## config.mk

```make
export PLATFORM = sky130hd
export DESIGN_NAME = pc_branch_sequencer_flat
export DESIGN_NICKNAME = d
export VERILOG_FILES = /design/src/rtl/pc_branch_sequencer_if.sv /design/src/rtl/pc_branch_sequencer.sv /design/src/flat_wrapper.sv
export SDC_FILE = /design/constraint.sdc
export NUM_CORES = 1
export LEC_CHECK = 0
export BUFFER_PORTS_ARGS = -buffer_cell sky130_fd_sc_hd__buf_2
export CAP_MARGIN = 20
export CORE_MARGIN = 2
export CORE_UTILIZATION = 30
export CTS_CLUSTER_SIZE = 25
export DETAILED_ROUTE_END_ITERATION = 8
export PLACE_DENSITY = 0.41
export SETUP_SLACK_MARGIN = 0.1
export SLEW_MARGIN = 20
export SYNTH_ARGS = -nofsm -noshare
export SYNTH_HDL_FRONTEND = slang
export SYNTH_SLANG_ARGS = --single-unit
```

## constraint.sdc

```tcl
create_clock -name Clk -period 11.05 [get_ports Clk]
set_input_delay 0.5525 -clock Clk [delete_from_list [all_inputs] [get_ports Clk]]
set_output_delay 0.5525 -clock Clk [all_outputs]
set_load 0.05 [all_outputs]
```

## src/rtl/pc_branch_sequencer_if.sv

```systemverilog
// rtl/pc_branch_sequencer_if.sv - bus bundle for the PC branch sequencer
//
// Purpose: groups the table-load stream, decode/ALU inputs and PC/status
// outputs of pc_branch_sequencer into one interface.
// Ports (signals):
//   Cfg_valid/Cfg_data/Cfg_ready : table-load stream (ready only while loading)
//   Load_done                    : table fully loaded
//   Start, Halt_in, Stall        : execution control
//   Jump_en, Branch_en, Taken    : decode / ALU redirect controls
//   Idx                          : target table index
//   PC, Running, Done            : program counter and state flags
//   Redirect_cnt                 : saturating redirect counter
// Modports: master drives the inputs (decoder/loader side), slave is the sequencer.
interface pc_branch_sequencer_if #(
  parameter int PC_W  = 16,
  parameter int IDX_W = 5
);
  logic             Cfg_valid;
  logic [PC_W-1:0]  Cfg_data;
  logic             Cfg_ready;
  logic             Load_done;
  logic             Start;
  logic             Halt_in;
  logic             Stall;
  logic             Jump_en;
  logic             Branch_en;
  logic             Taken;
  logic [IDX_W-1:0] Idx;
  logic [PC_W-1:0]  PC;
  logic             Running;
  logic             Done;
  logic [15:0]      Redirect_cnt;

  modport master (
    output Cfg_valid, Cfg_data, Start, Halt_in, Stall,
           Jump_en, Branch_en, Taken, Idx,
    input  Cfg_ready, Load_done, PC, Running, Done, Redirect_cnt
  );

  modport slave (
    input  Cfg_valid, Cfg_data, Start, Halt_in, Stall,
           Jump_en, Branch_en, Taken, Idx,
    output Cfg_ready, Load_done, PC, Running, Done, Redirect_cnt
  );
endinterface

```

## src/rtl/pc_branch_sequencer.sv

```systemverilog
// rtl/pc_branch_sequencer.sv - program counter sequencer with loadable branch target table
//
// Purpose: after reset, accepts ENTRIES table words over the Cfg stream, then
// waits for Start and steps the PC each cycle: increment, absolute jump to
// table[Idx], or relative taken branch PC + table[Idx]. Counts redirects.
// Ports:
//   Clk      : clock, all state updates on the rising edge
//   Reset_n  : asynchronous active-low reset
//   bus      : pc_branch_sequencer_if.slave (stream, decode inputs, PC/status)
module pc_branch_sequencer #(
  parameter int PC_W    = 16,
  parameter int IDX_W   = 5,
  parameter int ENTRIES = 32
) (
  input  logic                  Clk,
  input  logic                  Reset_n,
  pc_branch_sequencer_if.slave  bus
);

  typedef enum logic [1:0] {
    S_LOAD       = 2'd0,
    S_WAIT_START = 2'd1,
    S_RUN        = 2'd2,
    S_HALT       = 2'd3
  } state_t;

  localparam logic [IDX_W-1:0] LAST_IDX = IDX_W'(ENTRIES - 1);

  state_t           state_q, state_d;
  logic [IDX_W-1:0] ptr_q, ptr_d;
  logic [PC_W-1:0]  pc_q, pc_d;
  logic [15:0]      cnt_q, cnt_d;
  logic [15:0]      cnt_sat;
  logic             tbl_we;
  logic             cfg_ready;
  logic [PC_W-1:0]  tbl_rd;

  // Table is intentionally not reset; it is always fully reloaded after reset.
  logic [PC_W-1:0]  table_q [ENTRIES];

  assign cfg_ready = (state_q == S_LOAD);
  assign tbl_rd    = table_q[bus.Idx];
  assign cnt_sat   = (cnt_q == 16'hFFFF) ? cnt_q : cnt_q + 16'd1;

  always_ff @(posedge Clk or negedge Reset_n) begin
    if (!Reset_n) begin
      state_q <= S_LOAD;
      ptr_q   <= '0;
      pc_q    <= '0;
      cnt_q   <= '0;
    end else begin
      state_q <= state_d;
      ptr_q   <= ptr_d;
      pc_q    <= pc_d;
      cnt_q   <= cnt_d;
    end
  end

  // Gated by Reset_n so no beat lands in the table while reset is held.
  always_ff @(posedge Clk) begin
    if (tbl_we && Reset_n) begin
      table_q[ptr_q] <= bus.Cfg_data;
    end
  end

  always_comb begin
    state_d = state_q;
    ptr_d   = ptr_q;
    pc_d    = pc_q;
    cnt_d   = cnt_q;
    tbl_we  = 1'b0;

    case (state_q)
      S_LOAD: begin
        if (bus.Cfg_valid && cfg_ready) begin
          tbl_we = 1'b1;
          if (ptr_q == LAST_IDX) begin
            ptr_d   = '0;
            state_d = S_WAIT_START;
          end else begin
            ptr_d = ptr_q + IDX_W'(1);
          end
        end
      end

      S_WAIT_START, S_HALT: begin
        if (bus.Start) begin
          state_d = S_RUN;
          pc_d    = '0;
          cnt_d   = '0;
        end
      end

      S_RUN: begin
        if (bus.Halt_in) begin
          state_d = S_HALT;
        end else if (bus.Stall) begin
          pc_d = pc_q;
        end else if (bus.Jump_en) begin
          pc_d  = tbl_rd;
          cnt_d = cnt_sat;
        end else if (bus.Branch_en && bus.Taken) begin
          // Two's complement offset; the sum wraps naturally at PC_W bits.
          pc_d  = pc_q + tbl_rd;
          cnt_d = cnt_sat;
        end else begin
          pc_d = pc_q + PC_W'(1);
        end
      end

      default: state_d = S_LOAD;
    endcase
  end

  assign bus.Cfg_ready    = cfg_ready;
  assign bus.Load_done    = (state_q != S_LOAD);
  assign bus.PC           = pc_q;
  assign bus.Running      = (state_q == S_RUN);
  assign bus.Done         = (state_q == S_HALT);
  assign bus.Redirect_cnt = cnt_q;

endmodule
```

## src/flat_wrapper.sv

```systemverilog
// flat-port wrapper written by rule: the top's interface ports become plain ports
module pc_branch_sequencer_flat 
#(
  parameter int PC_W    = 16,
  parameter int IDX_W   = 5,
  parameter int ENTRIES = 32
)
  (Clk, Reset_n, bus_Cfg_valid, bus_Cfg_data, bus_Start, bus_Halt_in, bus_Stall, bus_Jump_en, bus_Branch_en, bus_Taken, bus_Idx, bus_Cfg_ready, bus_Load_done, bus_PC, bus_Running, bus_Done, bus_Redirect_cnt);
  pc_branch_sequencer_if #(.PC_W(PC_W), .IDX_W(IDX_W)) bus_i ();
  input  logic Clk;
  input  logic Reset_n;
  input wire logic [$bits(bus_i.Cfg_valid)-1:0] bus_Cfg_valid;
  input wire logic [$bits(bus_i.Cfg_data)-1:0] bus_Cfg_data;
  input wire logic [$bits(bus_i.Start)-1:0] bus_Start;
  input wire logic [$bits(bus_i.Halt_in)-1:0] bus_Halt_in;
  input wire logic [$bits(bus_i.Stall)-1:0] bus_Stall;
  input wire logic [$bits(bus_i.Jump_en)-1:0] bus_Jump_en;
  input wire logic [$bits(bus_i.Branch_en)-1:0] bus_Branch_en;
  input wire logic [$bits(bus_i.Taken)-1:0] bus_Taken;
  input wire logic [$bits(bus_i.Idx)-1:0] bus_Idx;
  output wire logic [$bits(bus_i.Cfg_ready)-1:0] bus_Cfg_ready;
  output wire logic [$bits(bus_i.Load_done)-1:0] bus_Load_done;
  output wire logic [$bits(bus_i.PC)-1:0] bus_PC;
  output wire logic [$bits(bus_i.Running)-1:0] bus_Running;
  output wire logic [$bits(bus_i.Done)-1:0] bus_Done;
  output wire logic [$bits(bus_i.Redirect_cnt)-1:0] bus_Redirect_cnt;
  assign bus_i.Cfg_valid = bus_Cfg_valid;
  assign bus_i.Cfg_data = bus_Cfg_data;
  assign bus_i.Start = bus_Start;
  assign bus_i.Halt_in = bus_Halt_in;
  assign bus_i.Stall = bus_Stall;
  assign bus_i.Jump_en = bus_Jump_en;
  assign bus_i.Branch_en = bus_Branch_en;
  assign bus_i.Taken = bus_Taken;
  assign bus_i.Idx = bus_Idx;
  assign bus_Cfg_ready = bus_i.Cfg_ready;
  assign bus_Load_done = bus_i.Load_done;
  assign bus_PC = bus_i.PC;
  assign bus_Running = bus_i.Running;
  assign bus_Done = bus_i.Done;
  assign bus_Redirect_cnt = bus_i.Redirect_cnt;
  pc_branch_sequencer #(.PC_W(PC_W), .IDX_W(IDX_W), .ENTRIES(ENTRIES)) u_core (.Clk(Clk), .Reset_n(Reset_n), .bus(bus_i));
endmodule
```

==> results.md <==
- Util after Layout: 0.353
- Commonest non-fill, non-tap cell in the layout: edfxtp_1
- Min cycle time layout: a little over 5 ns
- # Post-CTS Setup Buffers: 0
- Initial antenna violation count: 1
- Crit-path cells: clkbuf_8, buf_4, mux4_2, mux4_2, mux2i_1, nand3_1, ha_1, fa_1, a21o_1, a21o_1, a21oi_1, o21ai_0, o41ai_1, xor2_1, o31ai_1
- Crit end category: flop
- CTS buffer count: 60
- IO Port Bufs: 65
- P_sw: roughly 1.1 mW
- Register area share after synthesis: 0.735
- Synthesized area per cell: 20.0 sq um
- Switch share: 0.236
- Initial Utilization: 0.304
- Share of layout cells above drive strength 1: 0.284
- Post-Syn Area: around 0.022 sq mm
- CP max FO: 56
- Yosys warnings: 0
- Most frequent cells in the layout: edfxtp_1 (512), mux4_2 (156), buf_2 (63)
- Max-cap viol count: 0
- Post-CTS Hold Buffers: 0
- Fmax: a little under 200 MHz
- Worst slew margin relative to its limit: 0.366
- Largest net degree at the start of global routing: 64
- Run status: completed
- Clock Tree Buf Depth: 3
- Via-per-instance ratio: between 4 and 5
- Yosys cell types: 47
- PwrDens: between 150 and 200 mW/mm^2
- CTS clock-pin slew for the worst setup and hold paths: approximately 0.06 ns
- Post-Syn Instances: 1114
- Number of global-route vias before repair: between 10000 and 15000
- Top_reg_cell synth: edfxtp_1
- Combinational power share: 0.078
- Layout Nets: 1251
- Placer congestion estimate: ~0.75
- Die area: around 0.076 sq mm
- Max Transition Viols Final: 0
- CTS H-Tree Depth: 2
- Core ar.: 0.0732 sq mm
- Inserted Diodes: 0
- EDFF count, synth: between 500 and 600
- Die H: between 200 and 300 um
- Post-synth ARST share: 0.0708
- Detail Placement HPWL: 32300 um
- Area growth from synthesis to layout: 16.0%
- Antenna Violating Nets Remaining: 0
- Slew @ Worst Pin: around 0.95 ns
- Top Ports: 66
- Tcrit/Tclk final: 0.460
- Maximum VDD drop: between 0.1 and 0.15 mV
- Wirelength per Cell: approximately 26 um
- Worst Setup Start Kind: primary input
- P_int: roughly 3.6 mW
- Critical path class: primary input to flop
- Clk pwr share: 0.426
- Drt total wl: approximately 58000 um
- CTS tree: done
- Post-CTS sizing: 0
- First-pass GRT wire length: ~84000 um
- Slowest cell on the critical path: buf_4
- Drt drc: 0
- Worst path max stage delay: between 0.7 and 0.8 ns
- Die width: approximately 280 um
- Vias: between 10000 and 15000
- Num rows: 99
- GRT Resource Usage Total: 0.152
- Setup violations, final: 0
- Net count after synthesis: between 1000 and 1500
- Critical path required time: between 10 and 15 ns
- RSZ-0062 raised after global routing: false
- Leakage power: between 8 and 9 nW
- Clk_skew: around 0.022 ns
- Later-pin clock latency in the skew report: between 0.6 and 0.7 ns
- Power share of the sequential group: 0.496
- Final hold viol count: 0
- Congestion Overflow GR: 0
- Flop and latch count out of synthesis: ~550
- Worst hold-check path type: primary input to asynchronous set/reset pin
- Iteration-0 DRC Markers: approximately 760
- Setup total negative slack: 0 ns
- CTS Sinks: around 550
- CP arrival: 5.61 ns
- Total iterations of the first detailed-routing run: 4
- CTS Root Cell: clkbuf_16
routing by layer:
| layer | global-route usage | up-vias | share of wire |
|---|---|---|---|
| met1 | 0.203 | 5798 | 0.45 |
| met2 | 0.256 | 199 | 0.49 |
| met5 | 0 | - | 0 |
| li1 | - | 4768 | - |
| met4 | 0.0381 | 0 | 0.018 |
| met3 | 0.0295 | 75 | 0.040 |
stage by stage:
step	cells	setup slack (ns)	hold slack (ns)	instance area (sq um)	total power [mW]
global placement	2096	5.19	0.532	23900	2.75
detailed placement	2096	5.20	0.532	23900	2.76
global route	2207	5.53	0.0447	25800	4.89
floorplan	1114	6.77	0.257	22300	2.61
CTS	2207	5.87	0.00371	25800	4.78
finish	2207	5.97	0.0211	25800	4.72
cells by family (layout without fill, tap and decap cells):
logic type / Yosys count / in the layout / synth area share
AO/OA/AOI/OAI: 96 / 96 / 0.0257
XOR/XNOR: 20 / 20 / 0.00787
adder cells (fa/ha/maj): 22 / 22 / 0.0127
buffers and inverters: 61 / 195 / 0.0123
flip-flops: 551 / 551 / 0.735
multiplexers: 179 / 179 / 0.168
AND/OR/NAND/NOR: 185 / 185 / 0.0383
layout make-up:
class                           count  area, sq um
Clock buffer                       70         1540
Clock inverter                     41          422
Fill cell                        6777        47400
Inverter                            8         30.0
Multi-Input combinational cell    502         5850
Sequential cell                   551        16400
Tap cell                          959         1200
Timing Repair Buffer               76          423
power groups by stage:
stage,Combinational [mW],Clock [mW],Sequential (mW)
floorplan,0.210,0,2.40
global placement,0.372,0,2.38
detailed placement,0.374,0,2.38
CTS,0.374,2.07,2.34
global route,0.403,2.15,2.34
finish,0.368,2.01,2.34
worst paths after layout:
path / from / cells after the start / to / slack, ns
setup / recovery: bus_Idx[0] / 15 / u_core.bus.PC[12]$_DFFE_PN0P_ / 5.97
hold / removal: Reset_n / 2 / u_core.bus.Redirect_cnt[15]$_DFFE_PN0P_ / 0.02
setup reg to reg: u_core.table_q[27][0]$_DFFE_PP_ / 13 / u_core.bus.PC[12]$_DFFE_PN0P_ / 7.08
hold reg to reg: u_core.bus.PC[14]$_DFFE_PN0P_ / 2 / u_core.bus.PC[14]$_DFFE_PN0P_ / 0.55
max in group asynchronous: Reset_n / 2 / u_core.bus.PC[10]$_DFFE_PN0P_ / 10.61
min in group Clk: bus_Cfg_valid / 3 / u_core.state_q[0]$_DFFE_PN0P_ / 0.26
state kept, by name, summed over array words and instances (netlist names):
| name | count |
|---|---|
| u_core.state_q | 2 |
| u_core.table_q | 512 |
| u_core.ptr_q | 5 |
| u_core.bus.Redirect_cnt | 16 |
| u_core.bus.PC | 16 |
critical path, delay by kind of cell:
family	cells	cell delay, ns
AO/OA/AOI/OAI	6	1.39
buffers and inverters	2	1.38
multiplexers	3	1.34
adder cells (fa/ha/maj)	2	0.67
AND/OR/NAND/NOR	1	0.12
XOR/XNOR	1	0.11
synthesized netlist by cell type (all sizes together), types with 4 or more instances:
cell type | count | area [sq um]
a211oi | 5 | 37.5
a21o | 7 | 52.6
a21oi | 24 | 120
a31oi | 6 | 37.5
buf | 31 | 161
clkbuf | 22 | 82.6
dfrtp | 39 | 976
edfxtp | 512 | 15400
ha | 21 | 263
inv | 7 | 26.3
mux2i | 21 | 210
mux4 | 156 | 3510
nand2 | 34 | 128
nand3 | 30 | 150
nand3b | 5 | 37.5
nand4 | 6 | 37.5
nor2 | 79 | 297
nor3 | 4 | 20.0
o21ai | 40 | 200
or3 | 8 | 50.1
xnor2 | 10 | 87.6
xor2 | 10 | 87.6
Power figures use the tool's default switching activity.
